===== src/rtl/pipe_pkg.sv =====
// Types and sizes shared by the pipeline stage registers, the hazard unit and
// the writeback/register-file block.
package pipe_pkg;
  localparam int DATA_W   = 32;
  localparam int ADDR_W   = 5;
  localparam int REG_ZERO = 0;

  typedef logic [ADDR_W-1:0] reg_idx_t;
  typedef logic [DATA_W-1:0] word_t;
endpackage


===== src/rtl/regfile_read_port.sv =====
// One decode-stage read port: the hardwired-zero check, the write-through
// bypass and the array select.
module regfile_read_port #(
  parameter int DATA_W = pipe_pkg::DATA_W,
  parameter int ADDR_W = pipe_pkg::ADDR_W,
  parameter int BYPASS = 1
) (
  input  logic [ADDR_W-1:0]                    addr_i,
  input  logic [(2**ADDR_W)-1:0][DATA_W-1:0]   regs_i,
  input  logic                                 byp_en_i,
  input  logic [ADDR_W-1:0]                    byp_addr_i,
  input  logic [DATA_W-1:0]                    byp_data_i,
  output logic [DATA_W-1:0]                    data_o
);
  import pipe_pkg::*;

  localparam bit BYP_ON = (BYPASS != 0);

  // Zero check has the last word so r0 stays 0 even when a bypass matches it.
  always_comb begin
    data_o = regs_i[addr_i];
    if (BYP_ON && byp_en_i && (addr_i == byp_addr_i))
      data_o = byp_data_i;
    if (addr_i == ADDR_W'(REG_ZERO))
      data_o = '0;
  end
endmodule


===== src/rtl/wb_regfile.sv =====
// Writeback stage: result select, architectural register file commit, two
// bypassed read ports and a retired-write counter.
module wb_regfile #(
  parameter int DATA_W = pipe_pkg::DATA_W,
  parameter int ADDR_W = pipe_pkg::ADDR_W,
  parameter int BYPASS = 1
) (
  input  logic              clk,
  input  logic              rst,
  input  logic              RegWriteW,
  input  logic              MemtoRegW,
  input  logic [ADDR_W-1:0] WriteRegW,
  input  logic [DATA_W-1:0] ALUOutW,
  input  logic [DATA_W-1:0] ReadDataW,
  input  logic [ADDR_W-1:0] A1,
  input  logic [ADDR_W-1:0] A2,
  output logic [DATA_W-1:0] RD1,
  output logic [DATA_W-1:0] RD2,
  output logic [DATA_W-1:0] ResultW,
  output logic [31:0]       RetireCount
);
  import pipe_pkg::*;

  localparam int NREGS = 2**ADDR_W;

  logic [NREGS-1:0][DATA_W-1:0] regs_q, regs_d;
  logic [31:0]                  retire_q, retire_d;
  logic                         commit;
  logic                         byp_en;

  assign ResultW = MemtoRegW ? ReadDataW : ALUOutW;

  // RegWriteW gates first so X on the index/data while idle cannot leak in.
  assign commit = RegWriteW && (WriteRegW != ADDR_W'(REG_ZERO));
  assign byp_en = commit && !rst;

  always_comb begin
    regs_d   = regs_q;
    retire_d = retire_q;
    if (commit) begin
      regs_d[WriteRegW] = ResultW;
      retire_d          = retire_q + 32'd1;
    end
  end

  always_ff @(posedge clk) begin
    if (rst) begin
      regs_q   <= '0;
      retire_q <= '0;
    end else begin
      regs_q   <= regs_d;
      retire_q <= retire_d;
    end
  end

  assign RetireCount = retire_q;

  regfile_read_port #(.DATA_W(DATA_W), .ADDR_W(ADDR_W), .BYPASS(BYPASS)) u_rp1 (
    .addr_i     (A1),
    .regs_i     (regs_q),
    .byp_en_i   (byp_en),
    .byp_addr_i (WriteRegW),
    .byp_data_i (ResultW),
    .data_o     (RD1)
  );

  regfile_read_port #(.DATA_W(DATA_W), .ADDR_W(ADDR_W), .BYPASS(BYPASS)) u_rp2 (
    .addr_i     (A2),
    .regs_i     (regs_q),
    .byp_en_i   (byp_en),
    .byp_addr_i (WriteRegW),
    .byp_data_i (ResultW),
    .data_o     (RD2)
  );
endmodule


===== config.mk =====
export PLATFORM = sky130hd
export DESIGN_NAME = wb_regfile
export DESIGN_NICKNAME = d
export VERILOG_FILES = /design/src/rtl/pipe_pkg.sv /design/src/rtl/regfile_read_port.sv /design/src/rtl/wb_regfile.sv
export SDC_FILE = /design/constraint.sdc
export NUM_CORES = 2
export LEC_CHECK = 0
export CAP_MARGIN = 20
export CORE_AREA = 2 2 361 363
export DETAILED_ROUTE_END_ITERATION = 6
export DIE_AREA = 0 0 363 365
export DONT_BUFFER_PORTS = 1
export RECOVER_POWER = 50
export SYNTH_ARGS = -nofsm -noshare
export SYNTH_HDL_FRONTEND = slang
export SYNTH_SLANG_ARGS = --single-unit

===== constraint.sdc =====
create_clock -name clk -period 5.1 [get_ports clk]
set_input_delay 1.275 -clock clk [delete_from_list [all_inputs] [get_ports clk]]
set_output_delay 1.275 -clock clk [all_outputs]
set_load 0.01 [all_outputs]

# [Word level (Yosys, flattened, before mapping)]
# Index checks and enable logic that the tools add are counted.
[totals] output_inout_bits=128 inputBits=83 ff_bits=1056 wordCells=61
[classes] n_eq_ne=2 n_addsub=1 reduce_logical=9 magnitude_cmp=4 muxes=12
[ops] cell="bitwise mux 1024 bit" count=1
[ops] cell="binary-select mux 32 bit (select 5 bit)" count=2
[ops] cell="two-way mux 32 bit" count=8
[ops] cell="demux 32 bit (select 5 bit)" count=1
[ops] cell="adder 32 x 1 -> 32 bit (second input constant)" count=1
[ops] cell="< comparator 5 x 6 -> 1 bit (second input constant)" count=3
[ops] cell="equality test 5 bit" count=2
[ops] cell="zero test 5 bit" count=2
[ops] cell="greater-or-equal comparator 5 x 1 -> 1 bit (second input constant)" count=1
[ops] cell="logical AND 1 bit" count=5
[ops] cell="nonzero test 5 bit" count=1
[ops] cell="zero test 1 bit" count=1

# [Depth between registers and ports, before layout]
[depth] ltp_word=6 depth_mapped=10 ltp_nobuf=6

# [Hierarchy]
# Synthesis repeated with hierarchy kept, for this count alone.
[hier_totals] cells_unflattened=5454 area_unflattened_um2=53988.0
[by_module_without_submodules] module="wb_regfile" area_each_um2=35808.1 instances=1 cells_each=3750 seq_area_each_um2=21140.3
[by_module_without_submodules] module="regfile_read_port" area_each_um2=9090.0 instances=2 cells_each=852 seq_area_each_um2=0.0

# [Worst setup path before layout]
# No wires, ideal clock.
[synth_timing] path_type="input port to output port" start="input WriteRegW[3]" end="output RD2[0]" slack_ns=0.949 cell_stages=8 t_arrival_ns=2.876 required_time_ns=3.825 n_path_buf=3 cell_sequence="buf_2 -> or3_1 -> buf_4 -> o21a_1 -> nand3_2 -> inv_2 -> buf_6 -> a211oi_1"
[synth_between] elab_chain_len=6 elab_cells_between_ends=7 classes_between="1 x eq/ne; 2 x mux; 4 x reduce/logical"
[synth_rtl] item="from (decl)" line="wb_regfile.sv:12" source="input logic [ADDR_W-1:0] WriteRegW,"
[synth_rtl] item="nonzero test 5 bit" line="wb_regfile.sv:34" source="assign commit = RegWriteW && (WriteRegW != ADDR_W'(REG_ZERO));"
[synth_rtl] item="logical AND 1 bit" line="wb_regfile.sv:34"
[synth_rtl] item="logical AND 1 bit" line="wb_regfile.sv:35" source="assign byp_en = commit && !rst;"
[synth_rtl] item="logical AND 1 bit (*)" line="regfile_read_port.sv:22" source="if (BYP_ON && byp_en_i && (addr_i == byp_addr_i))"
[synth_rtl] item="two-way mux 32 bit (*)" line="regfile_read_port.sv:22"
[synth_rtl] item="two-way mux 32 bit (*)" line="regfile_read_port.sv:24" source="if (addr_i == ADDR_W'(REG_ZERO))"
[synth_rtl] item="to (decl)" line="wb_regfile.sv:18" source="output logic [DATA_W-1:0] RD2,"
# Mark *: on every way between the ends. The rest lies on a longest branch, timed or not.

# [Worst setup path in the final report]
[layout_timing] start="input A1[1]" end="output RD1[0]"
[layout_between] elab_chain_len=4 elab_cells_between_ends=7 classes_between="1 x eq/ne; 4 x mux; 2 x reduce/logical"
[layout_rtl] item="from (decl)" line="wb_regfile.sv:15" source="input logic [ADDR_W-1:0] A1,"
[layout_rtl] item="binary-select mux 32 bit (select 5 bit) or equality test 5 bit (tied branches)" line="regfile_read_port.sv:21, regfile_read_port.sv:22"
[layout_rtl] item="two-way mux 32 bit (implied by the code) or logical AND 1 bit (tied branches)" line="regfile_read_port.sv:21, regfile_read_port.sv:22"
[layout_rtl] item="two-way mux 32 bit" line="regfile_read_port.sv:22"
[layout_rtl] item="two-way mux 32 bit (*)" line="regfile_read_port.sv:24"
[layout_rtl] item="to (decl)" line="wb_regfile.sv:17" source="output logic [DATA_W-1:0] RD1,"
# Mark *: on every way between the ends. The rest lies on a longest branch, timed or not. The select of a mux whose other input is x is not followed.

==> results.txt <==
Vias per cell: 6.38
Syn-to-layout area delta: 9.87%
Max FO, Critical Path: 374
Clk root buf: clkbuf_16
Hold_buf cts: 0
First-pass DRT Iterations: 5
GRT overflow: 0
Final setup margin: -0.197 ns
Max_cap viols: 36
Placed insts: 6732
Clock-pin transition on the worst setup and hold timing paths: 0.06 ns
Setup TNS: -1.86 ns
Multi-input logic area: 29700 sq um
Initial antenna violation count: 4
Ports: 211
Final setup viols: 18
Final hold slack: 0.469 ns
Synth area leaders: dfxtp_1 39%, a211oi_1 15%, mux4_2 13%, mux2i_1 8.7%, nor2_1 7.7%
Vias: 44300
Non-filler instance count after layout: 6946
CP Data Required Time: 3.83 ns
Die X: 363 um
Final Hold Fails: 0
Power per cell area: 318 nW/um^2
Core Util, Final: 45.8%
Initial Utilization: 41.6%
Number of global-route vias before repair: 41500
EDFF count, synth: 0
Ys flop type: dfxtp_1
Antenna Cells: 0
Final cycle utilization of the critical path: 104%
Leading area contributor after synthesis: dfxtp_1
Metal3 WL: 17800 um
Post-CTS sizing: 0
Routed WL: 192000 um
Core Area: 129000 sq um
Post-DRT Antenna Nets: 0
Max Root-Sink Buffers: 3
Violations in the final reports: capacitance limit, slew limit, setup timing
Status: finished with violations
CP arrival: 4.02 ns
Metal-1 WL: 82000 um
TritonCTS Buffers: 115
Share of layout cells above drive strength 1: 15.2%
Placed inst area: 55300 sq um
Die area: 132000 sq um
F_max: 0.189 GHz
Syn nets: 5592
Slew @ Worst Pin: 4.26 ns
Path type of the worst min-delay path: reg2reg
WL per Instance: 27.6 um
Design Area, Final: 58900 sq um
PortBufs: 0
Wire length on met2: 85000 um
Max layer used: met5
Mapped Cells: 5508
Static leakage: 19.2 nW
# DRC: 0
Reg2Reg Setup Slack: 2.39 ns
Clock skew: 0.00215 ns
Yosys warns: 0
Worst skew pair latency: 0.70 ns
GP Congestion: 0.837
Register bit total from synthesis: 1056
GR Util All Layers: 28.2%
RSZ-0062 raised after global routing: false
Most frequent cells after synthesis: 1104 x nor2_1, 1056 x dfxtp_1, 1050 x a211oi_1
Final nets: 5258
Setup bufs post-CTS: 0
Setup Crit Path Kind: in2out
Yosys cell types: 54
Peak VDD IR: 0.325 mV
Slew HR: -184%
Startpoint Class: input port
Setup crit end kind: primary output
DRT iter0 DRCs: 5213
Post-detail-place hpwl: 108000 um
# H-tree levels: 3
Worst-case setup slack after placement: 0.212 ns
Count leader, synth: nor2_1
Core Rows: 132
Syn avg cell area: 9.73 sq um
Pin count of the biggest net entering global routing: 1059
Fillers: 12100
Die Ht: 365 um
Clock sink count: 1056
Async set-reset flop share out of synthesis: 0%
Power after layout: 18.7 mW
Synthesized area: 53600 sq um
Seq/Total Area, Yosys: 39.5%
Min Tclk post-route: 5.30 ns
First-pass GRT wire length: 282000 um
Sequential cell area: 21100 sq um
Max-slew violation count: 1875
CTS tree: yes
Share of the synthesized area in the top cell type: 39.5%
## power breakdown
part	switching, mW	internal (mW)
sequential	0.0766	8.35
combinational	0.938	0.664
clock	3.66	5.01
## layout by cell type, fill, tap and decap left out, types with 33 or more instances in the layout
cell type     n
a211oi_1   1049
a21oi_1      33
a221oi_1     60
a22oi_1      63
buf_4       147
clkbuf_1     46
clkbuf_16   117
dfxtp_1    1056
inv_1        61
mux2_2       60
mux2i_1     432
mux4_2      300
nand2_1      81
nand2b_1     62
nand3_1      84
nor2_1     1107
nor2b_1      33
nor3_1       39
o21ai_0      38
## per-layer routing
layer	global-route usage [%]	up-vias
met5	0	-
met4	10.2	4
met3	5.56	402
met2	43.4	2088
met1	39.3	21900
li1	-	19900
## cell type report
class / instances / share of cell area, %
Multi-Input combinational cell: 3738 / 50.4
Timing Repair Buffer: 200 / 3.00
Clock inverter: 41 / 0.867
Inverter: 63 / 0.404
Tap cell: 1675 / 3.56
Clock buffer: 173 / 5.84
Sequential cell: 1056 / 35.9
## path summary, 6_finish.rpt
kind | from | to | depth (start not counted)
hold / removal | regs_q[30] | regs_q[30] | 1
setup reg to reg | RetireCount[4] | RetireCount[31] | 6
setup / recovery | A1[1] | RD1[0] | 7
hold reg to reg | regs_q[30] | regs_q[30] | 1
## logic make-up after synthesis
family,Yosys count,share of synthesized area [%]
AND/OR/NAND/NOR,1496,11.9
flip-flops,1056,39.5
XOR/XNOR,39,0.637
adder cells (fa/ha/maj),1,0.0233
multiplexers,824,22.5
AO/OA/AOI/OAI,1378,19.5
buffers and inverters,714,5.99
## flip-flops by register name, indices dropped and copies added, names as in the netlist
name	cells
regs_q	1024
RetireCount	32
## worst max-delay path, stage by stage
cell	delay, ns
xnor2_2	0.42
nand3_1	0.16
nor4_4	0.37
buf_12	0.36
nor4_1	0.11
a211oi_1	0.45
buf_4	0.22
Note: power is estimated with default switching activity, not from simulation.
